`src/rtl/vga_scan_timing.sv`:
```
// VGA scan timing: pixel-rate divider feeding horizontal/vertical scan counters,
// with sync, blanking and strobe outputs decoded combinationally from the counters.
module vga_scan_timing #(
  parameter int H_VISIBLE = 640,
  parameter int H_FP      = 16,
  parameter int H_SYNC    = 96,
  parameter int H_BP      = 48,
  parameter int V_VISIBLE = 480,
  parameter int V_FP      = 10,
  parameter int V_SYNC    = 2,
  parameter int V_BP      = 33,
  parameter int CLK_DIV   = 2
) (
  input  logic       clk,
  input  logic       rst_n,
  input  logic       en,
  output logic [9:0] Q_X,
  output logic [9:0] Q_Y,
  output logic       hsync,
  output logic       vsync,
  output logic       video_on,
  output logic       pix_tick,
  output logic       line_start,
  output logic       frame_start
);

  localparam int H_TOTAL = H_VISIBLE + H_FP + H_SYNC + H_BP;
  localparam int V_TOTAL = V_VISIBLE + V_FP + V_SYNC + V_BP;
  localparam int DIV_W   = (CLK_DIV > 1) ? $clog2(CLK_DIV) : 1;

  localparam logic [DIV_W-1:0] DIV_LAST = DIV_W'(CLK_DIV - 1);
  localparam logic [9:0] H_LAST   = 10'(H_TOTAL - 1);
  localparam logic [9:0] V_LAST   = 10'(V_TOTAL - 1);
  localparam logic [9:0] H_VIS    = 10'(H_VISIBLE);
  localparam logic [9:0] V_VIS    = 10'(V_VISIBLE);
  localparam logic [9:0] HS_START = 10'(H_VISIBLE + H_FP);
  localparam logic [9:0] HS_END   = 10'(H_VISIBLE + H_FP + H_SYNC);
  localparam logic [9:0] VS_START = 10'(V_VISIBLE + V_FP);
  localparam logic [9:0] VS_END   = 10'(V_VISIBLE + V_FP + V_SYNC);

  logic [DIV_W-1:0] div_cnt;
  logic             div_last;
  logic             x_last;
  logic             y_last;

  assign div_last = (div_cnt == DIV_LAST);
  assign x_last   = (Q_X == H_LAST);
  assign y_last   = (Q_Y == V_LAST);

  // With CLK_DIV=1 the divider is a constant zero and div_last is always true.
  always_ff @(posedge clk) begin
    if (!rst_n) begin
      div_cnt <= '0;
      Q_X     <= '0;
      Q_Y     <= '0;
    end else if (en) begin
      div_cnt <= div_last ? '0 : div_cnt + 1'b1;
      if (div_last) begin
        if (x_last) begin
          Q_X <= '0;
          Q_Y <= y_last ? '0 : Q_Y + 1'b1;
        end else begin
          Q_X <= Q_X + 1'b1;
        end
      end
    end
  end

  // Decodes are gated by rst_n so a reset mid-pulse drops sync immediately.
  always_comb begin
    pix_tick    = rst_n && en && div_last;
    line_start  = pix_tick && (Q_X == '0);
    frame_start = line_start && (Q_Y == '0);
    hsync       = !(rst_n && (Q_X >= HS_START) && (Q_X < HS_END));
    vsync       = !(rst_n && (Q_Y >= VS_START) && (Q_Y < VS_END));
    video_on    = rst_n && (Q_X < H_VIS) && (Q_Y < V_VIS);
  end

endmodule

```
`config.mk`:
```
export PLATFORM = sky130hd
export DESIGN_NAME = vga_scan_timing
export DESIGN_NICKNAME = d
export VERILOG_FILES = /design/src/rtl/vga_scan_timing.sv
export SDC_FILE = /design/constraint.sdc
export NUM_CORES = 1
export LEC_CHECK = 0
export ABC_CLOCK_PERIOD_IN_PS = 2100
export CORE_AREA = 2 2 54 56
export CTS_CLUSTER_DIAMETER = 60
export CTS_CLUSTER_SIZE = 30
export DETAILED_ROUTE_END_ITERATION = 6
export DIE_AREA = 0 0 56 58
export GPL_TIMING_DRIVEN = 0
export HOLD_SLACK_MARGIN = 0.05
export PLACE_DENSITY_LB_ADDON = 0.15
export SYNTH_ARGS = -nofsm -noshare
export SYNTH_HDL_FRONTEND = slang
export SYNTH_SLANG_ARGS = --single-unit
```
`constraint.sdc`:
```
create_clock -name clk -period 2.1 [get_ports clk]
set_clock_uncertainty 0.1 [all_clocks]
set_input_delay 0.42 -clock clk [delete_from_list [all_inputs] [get_ports clk]]
set_output_delay 0.42 -clock clk [all_outputs]
set_load 0.02 [all_outputs]
```
==> results of run 1 <==
[worst paths after layout]
check / from / slack (ns) / endpoint
worst min register to register: Q_Y[0] / 0.42 / Q_Y[0]
worst max register to register: Q_X[0] / 0.05 / Q_Y[8]
worst max-delay path: Q_X[1] / -0.01 / frame_start
worst min-delay path: rst_n / 0.36 / Q_Y[6]
[logic make-up after synthesis]
kind of cell	Yosys count
simple gates	76
xor+xnor	13
mux	2
fa+ha+maj	5
compound gates	14
flops	21
buf+inv	13
[registers in the layout (all words and copies together) (netlist names)]
signal   count
Q_X         10
Q_Y         10
div_cnt      1
[critical path: stages (launching register included)]
cell	delay, ns
sky130_fd_sc_hd__dfxtp_4	0.38
sky130_fd_sc_hd__inv_4	0.06
sky130_fd_sc_hd__ha_4	0.12
sky130_fd_sc_hd__nor4b_4	0.16
sky130_fd_sc_hd__and4_1	0.25
sky130_fd_sc_hd__and4_1	0.20
sky130_fd_sc_hd__buf_6	0.12
[stage by stage]
step | setup TNS [ns] | hold WS (ns)
final | -0.0126 | 0.361
after global routing | -0.155 | 0.393
after CTS | -0.0452 | 0.421
after detailed placement | -9.05 | 0.418
after global placement | -8.63 | 0.400
after floorplan | 0 | 0.464
[cells in the mapped netlist, drive strengths merged]
cell type,count
dfxtp,21
nor2,15
nand2,11
nand3,9
xor2,8
inv,7
nand4,6
nor4,6
o21ai,6
and4,5
ha,5
nor3,5
xnor2,5
clkbuf,4
and2,3
and3,3
a21oi,2
buf,2
mux2i,2
nand4b,2
nor2b,2
nor4b,2
o22ai,2
or3,2
a211oi,1
a31oi,1
nand2b,1
nand4bb,1
nor3b,1
nor4bb,1
o311ai,1
o41ai,1
or4,1
[routing by layer]
metal | vias up | share of wire, %
met4 | 0 | 0.60
met3 | 2 | 3.4
met2 | 20 | 49
met5 | - | 0
li1 | 581 | -
met1 | 546 | 47
[power breakdown]
part	total [mW]	switching [mW]	internal, mW
logic	0.0552	0.0285	0.0267
clock network	0.193	0.120	0.0739
registers	0.405	0.00674	0.399
[timing repair]
item | in CTS | in global routing
cloned | 0 | 0
setup endpoints to repair | 16 | 19
resized for setup | 32 | 24
setup buffers | 0 | 1
pin swaps | 1 | 2
[layout make-up]
type,count,area share (%)
multi-input cells,110,48.9
plain buffers,4,1.09
inverters,7,1.94
well taps,31,2.41
flip-flops and latches,21,27.4
repair buffers,29,16.6
clock buffers,4,1.63
==> results.md, run 1 <==
- After synthesis the cells add up to 1200 sq um.
- The flow ran to the end, but the final reports show violations.
- Setup repair after global routing could not meet its margin everywhere.
- After the first detailed-routing iteration, the DRC count stood at 29.
- In this run the count of I/O pins placed on the die edge is 29.
- The synthesized netlist devotes 6.96% of its cell area to compound gates.
- In the post-synthesis netlist, the biggest area contributors are sky130_fd_sc_hd__dfxtp_1, sky130_fd_sc_hd__xor2_1, sky130_fd_sc_hd__ha_1, sky130_fd_sc_hd__nor2_1, sky130_fd_sc_hd__nand3_1.
- The vertical die dimension is 58 microns.
- The hold violation count in the final report is 0.
- The arrival time at the worst endpoint is 1.59 ns.
- The peak supply drop is 0.300 mV.
- Summed over all layers, the routed wires come to 2850 microns.
- The initial antenna violation count is 0.
- Across the run, the number of max-cap violations was 0.
- The maximum number of pins on one net before global-route repair is 12.
- The number of placed instances, taps included, is 203.
- The number of max-slew violations in the final report came to 0.
- During synthesis, Yosys emitted a total of 0 warnings.
- The worst max-slew margin expressed relative to the limit is 67.4%.
- The total die area is 3250 sq um.
- For this run, the share of the core covered by cells in the final layout is 60.5%.
- The overall die width is 56 microns.
- The finished layout holds 206 standard cells, fillers aside.
- The fmax is 473 MHz.
- The storage element area is 442 sq um.
- The core outline area is 2660 sq um.
- The wire length of the first global-routing pass is 4810 microns.
- STA puts the critical path data required time at 1.58 ns.
- Leaving out fill and tap cells, the most frequent cells in the layout are sky130_fd_sc_hd__clkdlybuf4s50_1, sky130_fd_sc_hd__nor2_1, sky130_fd_sc_hd__dfxtp_1, sky130_fd_sc_hd__nand2_1, sky130_fd_sc_hd__nand3_1.
- The endpoint kind of the worst setup timing path is an output pin.
- The standard cell area after detailed placement is 1520 sq um.
- The clock net in this run drives a total of 21 sinks.
- The number of global-route vias before repair is 1101.
- The number of cells traversed by the worst hold path is 3.
- The reported leakage power is 0.600 nW.
- Once detailed placement completed, the half-perimeter wirelength came to 2050 microns.
- The global routing met2 resource utilization is 31.1%.
- The clock latency on the worst-skew pair is 0.30 ns.
- The slew at the pin closest to its max-slew limit is 0.484 ns.
- The number of hold buffers added after cts is 0.
- At the placement stage, the worst setup path has a slack of -0.763 ns.
- The placement row count is 19.
- Global routing consumed, on the met1 layer, 23.0% of the routing resources.
- For this run the aggregate overflow at the end of global routing stands at 0.
- After synthesis the netlist holds a flip-flop and latch count of 21.
- The synthesized area per cell is 8.36 sq um.
- The dominant cell type by area after synthesis is sky130_fd_sc_hd__dfxtp_1.
- Summing over every cut layer, the via total after detailed routing is 1149.
- The layer flagged by global routing as most heavily used is met2.
- The summed area of non-filler cells in the final layout is 1610 sq um.
- Of the total synthesized cell area, the portion taken by AND, OR, NAND and NOR gates is 37.5%.
- The proportion of synthesized chip area in sequential cells is 34.9%.
- Once the floorplan was initialized, standard cells occupied 45.2% of the core.
- Along the worst path, the maximum fanout reaches 5.
- The fill cell instance count of the final layout is 231.
- Measured against the total synthesized area, the mux share comes to 1.66%.
- In the global route stage, overall resource usage came out at 18.3%.
- The critical path is of the reg -> out type.
- The met3 layer usage reported by global route is 2.90%.
- The power per standard cell area is 406 nW/um^2.
- The most common library cell in the layout ignoring fill and taps is sky130_fd_sc_hd__clkdlybuf4s50_1.
- The post-route minimum period is 2.11 ns.
- The post-synthesis xor/xnor area fraction is 9.46%.
- The TritonCTS buffer count is 3.
- The maximum count of clock buffers along a single path is 2.
- After layout, the worst setup slack is -0.0126 ns.
- After layout, the worst path uses 101% of the clock period.
- The number of nets handed over by synthesis was 152.
- The post-synthesis instance total is 144.
- Setup violations remaining at the end of the flow were counted as 1.
- After Yosys synthesis, full adders, half adders and majority gates account for 5.20% of the synthesized area.
- The clock-pin transition on the worst setup and hold timing paths is 0.12 ns.
- The main combinational cell family by area after synthesis is simple AND/OR/NAND/NOR gates.
- The worst setup path is launched from a register.
- The number of port buffers is 28.
- The TritonCTS clock tree is yes.
- The final-stage net count is 184.
- Summing all multi-input logic gate instances after layout gives 788 sq um.
- The total power consumption of the routed design is 654 uW.
- The number of antenna diodes is 0.
- The final routed DRC violation total is 0.
- The path class of the tightest hold or removal check is in -> reg.
- In this run the remaining antenna-violating nets after routing total 0.
- The share of the synthesized area in the top cell type is 34.9%.
- The ratio of routed vias to standard cells is 5.58.
- The count of TritonRoute iterations in the first routing pass is 4.
- Dividing the detail-routed wire length by the instance count gives 13.8 microns.
- Relative to the synthesized area, the layout overhead comes to 33.9%.
- In this run the number of H-tree levels came out at 1.
- The fraction of final layout cells with drive strength greater than 1 is 19.4%.
- The library cell used as clock root buffer is sky130_fd_sc_hd__clkbuf_4.
- In this run, distinct cell masters in the synthesized netlist total 36.
- The final reports fail on negative setup slack.
- For the worst flop-to-flop path, the logic depth is 6.
- At the end of routability-driven placement, the weighted congestion stood at 0.805.
No activity file was read; power rests on OpenSTA's default activity.
==> inputs of run 2 (changes only) <==
--- a/config.mk
+++ b/config.mk
@@ -7,4 +7,4 @@
 export LEC_CHECK = 0
-export ABC_CLOCK_PERIOD_IN_PS = 2100
-export CORE_AREA = 2 2 54 56
+export ABC_CLOCK_PERIOD_IN_PS = 2600
+export CORE_AREA = 2 2 52 54
 export CTS_CLUSTER_DIAMETER = 60
@@ -12,3 +12,3 @@
 export DETAILED_ROUTE_END_ITERATION = 6
-export DIE_AREA = 0 0 56 58
+export DIE_AREA = 0 0 54 56
 export GPL_TIMING_DRIVEN = 0
==> constraint.sdc (replaced) <==
create_clock -name clk -period 2.6 [get_ports clk]
set_clock_uncertainty 0.1 [all_clocks]
set_input_delay 0.52 -clock clk [delete_from_list [all_inputs] [get_ports clk]]
set_output_delay 0.52 -clock clk [all_outputs]
set_load 0.01 [all_outputs]
==> run 2 against run 1 <==
The run now ends clean. Critical endpoint is now vsync. Routed wire length down 1.1%. Total power fell by 18%. Non-clock buffer count is 3 higher. Sequential share of layout area down 0.75 points. Highest routed layer unchanged. Clock power fell by 15%. Die area fell by 6.9%.
==> results.md, run 2 (synthesis results as in run 1) <==
- The number of antenna diodes came to 0 (unchanged).
- The worst max-slew margin expressed relative to the limit is 53.3% (-14 points).
- The overall die width is 54 microns (-3.6%).
- Setup repair after global routing left no endpoint under its margin.
- The layer with the highest usage after global routing is met2.
- The fraction of final layout cells with drive strength greater than 1 is 9.55% (-9.9 points).
- The total track usage came to 21.2% (+2.9 points).
- The maximum count of clock buffers along a single path was 2 (unchanged).
- The ratio of routed vias to standard cells is 5.57 (about the same).
- The wire length per cell after detailed routing was 13.6 microns (-2.0%).
- The remaining global-route overflow is 0 (unchanged).
- The number of hold buffers added after cts is 0 (unchanged).
- The fill cell instance count of the final layout was 226 (-2.2%).
- The wire length of the first global-routing pass is 4860 microns (+1.1%).
- The slew at the pin closest to its max-slew limit came to 0.692 ns (+0.208 ns).
- The number of endpoints failing setup at the final stage is 0 (-1).
- The library cell used most frequently in the layout, excluding fill and tap cells, is sky130_fd_sc_hd__clkdlybuf4s50_1.
- The final routed DRC violation total came to 0 (unchanged).
- The number of port buffers is 28 (unchanged).
- The setup slack after layout is 0.124 ns (+0.136 ns).
- The clock-pin transition on the worst setup and hold timing paths is 0.12 ns (about the same).
- The critical path is of the reg -> out type.
- The number of nets with antenna violations after detailed routing is 0 (unchanged).
- The TritonCTS buffer count is 3 (unchanged).
- The total clock sinks came to 21 (unchanged).
- The post-route setup TNS was 0 ns (+0.0126 ns).
- The number of max-cap violations was 0 (unchanged).
- The required time reported for the critical path endpoint is 1.98 ns (+0.40 ns).
- Compared with the post-synthesis result, the final layout area differs by 31.8%.
- TritonCTS built the clock tree.
- The global placer's final weighted congestion is 0.866 (+7.5%).
- The level count of the clock H-tree was 1 (unchanged).
- The core outline area is 2430 sq um (-8.6%).
- The HPWL after detailed placement was 2080 microns (+1.4%).
- The reported leakage power is 0.591 nW (-1.4%).
- For this run, the top clock speed supported by timing is 404 MHz.
- Dividing the final minimum period by the clock period gives 95.2%.
- The number of ports placed on the die boundary is 29 (unchanged).
- The initial antenna violation count is 0 (unchanged).
- The number of global-route vias before repair is 1102 (+0.091%).
- The placement row count is 18 (-1).
- The overall via count from detail_route is 1159 (+0.87%).
- The endpoint kind of the worst setup timing path is an output pin.
- The DRC violation total after the first TritonRoute iteration was 16 (-45%).
- The arrival time at the worst endpoint is 1.86 ns (+0.27 ns).
- The clock period could shrink to 2.48 ns.
- The peak supply drop came to 0.266 mV (-11%).
- The count of TritonRoute iterations in the first routing pass came to 4 (unchanged).
- The worst slack after detailed placement is -0.439 ns (+0.324 ns).
- The global routing met2 resource utilization came to 32.9% (+1.8 points).
- The initial core utilization is 49.5% (+4.3 points).
- The vertical die dimension is 56 microns (-3.4%).
- The hold violation count in the final report is 0 (unchanged).
- The final-stage net count was 187 (+1.6%).
- The number of max-slew violations in the final report is 0 (unchanged).
- The power per standard cell area was 336 nW/um^2 (-17%).
- The total die area is 3020 sq um (-6.9%).
- The final wirelength was 2820 microns (-1.1%).
- The top cell types in the final layout, fill and taps aside, are sky130_fd_sc_hd__clkdlybuf4s50_1, sky130_fd_sc_hd__dfxtp_1, sky130_fd_sc_hd__nor2_1, sky130_fd_sc_hd__nand2_1, sky130_fd_sc_hd__nand3_1.
- The total power consumption of the routed design was 534 uW (-18%).
- The nature of the critical path startpoint is a register.
- The path class of the tightest hold or removal check is reg -> reg.
- CTS placed an instance of sky130_fd_sc_hd__clkbuf_4 at the clock tree root.
- The top fanout value on the critical path is 6 (+1).
- The maximum number of pins on one net before global-route repair is 12 (unchanged).
- The clock latency on the worst-skew pair is 0.31 ns (about the same).
- The met1 usage is 28.9% (+5.9 points).
- The flow ran to the end, and the final reports show no timing, DRC or antenna violations.
- In the final layout, the registers with the most flip-flops are Q_X: 10 flops, Q_Y: 10 flops, div_cnt: 1 flops.
- The met3 layer usage reported by global route was 2.69% (-0.21 points).
-- run 2: cell types whose count changed in the layout (fill, tap and decap cells not counted), moves of 2 or more --
cell and change:
sky130_fd_sc_hd__dfxtp_1 +7, sky130_fd_sc_hd__clkbuf_2 -4, sky130_fd_sc_hd__clkdlybuf4s50_1 +4, sky130_fd_sc_hd__dfxtp_4 -4
sky130_fd_sc_hd__dfxtp_2 -3, sky130_fd_sc_hd__clkbuf_1 +2, sky130_fd_sc_hd__ha_1 +2, sky130_fd_sc_hd__inv_1 +2
sky130_fd_sc_hd__inv_4 -2
-- run 2: area by class of cell --
| class | count | area [sq um] | area share, % |
|---|---|---|---|
| plain buffers | 6 | 25.0 | 1.58 |
| inverters | 7 | 26.3 | 1.66 |
| flip-flops and latches | 21 | 423 | 26.7 |
| well taps | 30 | 37.5 | 2.37 |
| repair buffers | 30 | 297 | 18.7 |
| multi-input cells | 110 | 752 | 47.4 |
| clock buffers | 4 | 26.3 | 1.66 |
-- run 2: path summary, 6_finish.rpt --
check,start,endpoint,slack (ns),depth (start not counted)
max,Q_Y[0],vsync,0.12,6
max reg2reg,Q_X[0],Q_X[5],0.42,7
min reg2reg,Q_X[1],Q_X[1],0.39,2
min,Q_X[1],Q_X[1],0.39,2
-- run 2: what timing repair did --
action	4_1_cts	5_1_grt
pin swaps	1	1
setup endpoints to repair	5	2
hold endpoints to repair	0	0
setup buffers	2	0
gates resized for setup	10	3
-- run 2: through the flow --
stage / util [%] / instance area [sq um] / hold WS (ns) / instances
after floorplan: - / 1200 / 0.415 / 144
after global placement: 62.6 / 1520 / 0.398 / 202
after detailed placement: 62.6 / 1520 / 0.412 / 202
after CTS: 64.6 / 1570 / 0.404 / 208
after global routing: 65.2 / 1590 / 0.429 / 208
final: 65.2 / 1590 / 0.395 / 208
-- run 2: critical path: stages, from the launching register on --
cell and delay (ns):
sky130_fd_sc_hd__dfxtp_1 0.43, sky130_fd_sc_hd__inv_1 0.11, sky130_fd_sc_hd__ha_1 0.20, sky130_fd_sc_hd__nor2_1 0.11, sky130_fd_sc_hd__nor3_1 0.06, sky130_fd_sc_hd__nand4_1 0.10, sky130_fd_sc_hd__clkdlybuf4s50_1 0.54
-- run 2: routing by layer --
layer	vias up	part of all wire (%)
li1	589	-
met1	542	48
met2	23	48
met3	5	3.2
met4	0	1.6
met5	-	0
-- run 2: power breakdown --
group          internal (mW)  leakage (nW)  total [mW]  switching, mW
Sequential             0.325         0.170       0.330        0.00495
Clock                 0.0600        0.0150       0.164          0.104
Combinational         0.0204         0.406      0.0397         0.0192
==> inputs of run 3 (changes only) <==
CORE_AREA = 2 2 73 75   (was 2 2 52 54)
DIE_AREA = 0 0 75 77   (was 0 0 54 56)
==> run 3 against run 2 <==
Register-to-register slack is essentially flat. Critical path type is now in -> out. Core utilization shrank 32 points. Routed wire length grew 10%.
==> results.md, run 3 (synthesis results as in run 1) <==
- The run finished with clean final reports.
- The wire length of the first global-routing pass is 5240 microns (+7.8%).
- The HPWL after detailed placement is 2290 microns (+10%).
- The cell at the slowest stage of the critical path is sky130_fd_sc_hd__clkdlybuf4s50_1.
- The vertical die dimension is 77 microns (+38%).
- The storage element area is 423 sq um (unchanged).
- The maximum number of pins on one net before global-route repair is 13 (+1).
- The internal power of the cells is 453 uW (+12%).
- The total clock sinks is 21 (unchanged).
- The fraction of power consumed by combinational cells came to 6.9% (-0.5 points).
- The number of global-route vias before repair is 1057 (-4.1%).
- In this run the worst hold path is classified as reg -> reg.
- The count of TritonRoute iterations in the first routing pass is 4 (unchanged).
- The final-stage net count is 187 (unchanged).
- The number of antenna diodes is 0 (unchanged).
- The delay of the slowest critical-path stage was 0.53 ns (about the same).
- The tree is rooted in a sky130_fd_sc_hd__clkbuf_8.
- The nature of the critical path startpoint is an input pin.
- The number of max-cap violations came to 0 (unchanged).
- The fraction of power consumed by sequential logic was 56.5% (-5.4 points).
- The level count of the clock H-tree was 1 (unchanged).
- The multi-input combinational cell area was 753 sq um (+0.17%).
- The TritonCTS buffer count is 3 (unchanged).
- The internal reg-to-reg setup slack came to 0.43 ns (about the same).
- STA classifies the critical path endpoint as an output pin.
- The clock latency on the worst-skew pair is 0.26 ns (-0.05 ns).
- The number of endpoints failing setup at the final stage is 0 (unchanged).
- The setup slack after layout is 0.0745 ns (-0.0492 ns).
- The net switching power is 131 uW (+2.8%).
- The fraction of final layout cells with drive strength greater than 1 was 10.1% (+0.56 points).
- The fill cell instance count of the final layout is 543 (+140%).
- The worst slack after detailed placement came to -0.463 ns (-0.0239 ns).
- The number of ports placed on the die boundary is 29 (unchanged).
- The number of cells on the worst reg-to-reg path is 7 (unchanged).
- The total track usage is 11.6% (-9.7 points).
- In the layout the commonest cells are sky130_fd_sc_hd__clkdlybuf4s50_1, sky130_fd_sc_hd__dfxtp_1, sky130_fd_sc_hd__nor2_1, sky130_fd_sc_hd__nand2_1, sky130_fd_sc_hd__nand3_1.
- The total power consumption of the routed design was 584 uW (+9.5%).
- The startpoint of the lowest-slack hold path is Q_X[1].
- The slew at the pin closest to its max-slew limit is 0.782 ns (+0.0900 ns).
- The reported leakage power is 0.585 nW (-1.1%).
- The global placer's final weighted congestion is 0.791 (-8.7%).
- For hold timing, the worst endpoint is Q_X[1].
- The worst register-to-register path ends at Q_X[9].
- The overall die width was 75 microns (+39%).
- The hold violation count in the final report is 0 (unchanged).
- The total die area came to 5780 sq um (+91%).
- The area growth from synthesis to layout is 37.5%.
- The switching power as a share of total power is 22.5% (-1.4 points).
- The ratio of routed vias to standard cells was 4.60 (-17%).
- The remaining global-route overflow is 0 (unchanged).
- The maximum count of clock buffers along a single path was 2 (unchanged).
- The core outline area is 4980 sq um (+100%).
- The largest registers in the layout are Q_X: 10 flops, Q_Y: 10 flops, div_cnt: 1 flops.
- The final wirelength is 3110 microns (+10%).
- The share of total power in the clock network is 36.6% (+5.9 points).
- The number of cells traversed by the worst hold path is 2 (unchanged).
- The initial core utilization is 24.2% (-25 points).
- The number of port buffers is 28 (unchanged).
- The fmax is 396 MHz (-1.9%).
- The clock-pin transition on the worst setup and hold timing paths is 0.08 ns (-0.04 ns).
- The most common library cell in the layout ignoring fill and taps is sky130_fd_sc_hd__clkdlybuf4s50_1.
- The initial antenna violation count is 0 (unchanged).
- The number of max-slew violations in the final report came to 0 (unchanged).
- The worst max-slew margin expressed relative to the limit was 47.2% (-6.1 points).
- The post-route minimum period is 2.53 ns (+0.0492 ns).
- Walking the worst path, the cells encountered are dlygate4sd2_1 > and2_4 > and4_1 > buf_4 > clkdlybuf4s50_1.
- The number of nets with antenna violations after detailed routing came to 0 (unchanged).
- The peak supply drop is 0.137 mV (-48%).
- The required time reported for the critical path endpoint is 1.98 ns (about the same).
- The power per standard cell area is 353 nW/um^2 (+4.9%).
- The TritonCTS clock tree is yes.
- The wire length per cell after detailed routing is 12.5 microns (-7.5%).
- The placement row count is 26 (+8).
- The final routed DRC violation total is 0 (unchanged).
- The arrival time at the worst endpoint was 1.91 ns (+0.05 ns).
- The critical path start-end classification is in -> out.
- The DRC violation total after the first TritonRoute iteration is 75 (+59).
- The overall via count from detail_route is 1142 (-1.5%).
- The number of hold buffers added after cts came to 0 (unchanged).
- The part of the cycle the worst path needs is 97.1% (+1.9 points).
- The top fanout value on the critical path is 6 (unchanged).
- The worst register-to-register path begins at Q_X[0].
[run 3: worst max-delay path: cells and delay by family]
| kind | cells | cell delay [ns] |
|---|---|---|
| buffers and inverters | 3 | 0.96 |
| and+or+nand+nor | 2 | 0.43 |
[run 3: how the worst max path moves through the flow]
| stage | startpoint | end | cells past startpoint |
|---|---|---|---|
| after floorplan | Q_X[0] | Q_Y[8] | 6 |
| after global placement | en | frame_start | 5 |
| after detailed placement | en | frame_start | 5 |
| after CTS | Q_X[0] | line_start | 6 |
| after global routing | rst_n | vsync | 4 |
| final | en | line_start | 5 |
[run 3: final cells by class]
type,instances,area share (%)
multi-input combinational,110,45.5
sequential,21,25.5
timing repair buffer,30,17.8
tap,70,5.29
clock buffer,3,2.49
inverter,7,1.59
buffer,6,1.51
clock inverter,1,0.302
[run 3: what timing repair did]
item | in CTS | in global routing
pin swaps | 1 | 1
setup buffers | 1 | 1
hold endpoints to repair | 0 | 0
setup endpoints to repair | 5 | 3
gates resized for setup | 8 | 6
[run 3: metal layers]
metal | up-vias | share of wire [%] | GRT usage [%]
met4 | 0 | 0.55 | 3.21
met5 | - | 0 | 0
met3 | 2 | 4.2 | 2.50
li1 | 588 | - | -
met1 | 530 | 51 | 16.7
met2 | 22 | 44 | 17.2
[run 3: stage by stage]
step / utilization [%] / area [sq um] / TNS, ns / instances / hold WS [ns]
3_5_place_dp: 31.6 / 1570 / -2.35 / 242 / 0.410
2_1_floorplan: - / 1200 / 0 / 144 / 0.415
6_report: 33.3 / 1660 / 0 / 248 / 0.388
3_3_place_gp: 31.6 / 1570 / -2.57 / 242 / 0.408
4_1_cts: 32.7 / 1630 / 0 / 247 / 0.424
5_1_grt: 33.3 / 1660 / -0.00567 / 248 / 0.423
[run 3: power by group through the flow]
stage | Combinational [mW] | Sequential [mW] | Clock (mW)
floorplan | 0.0183 | 0.337 | 0
global route | 0.0446 | 0.331 | 0.239
finish | 0.0406 | 0.330 | 0.214
detailed placement | 0.0385 | 0.337 | 0
global placement | 0.0390 | 0.337 | 0
CTS | 0.0396 | 0.330 | 0.224
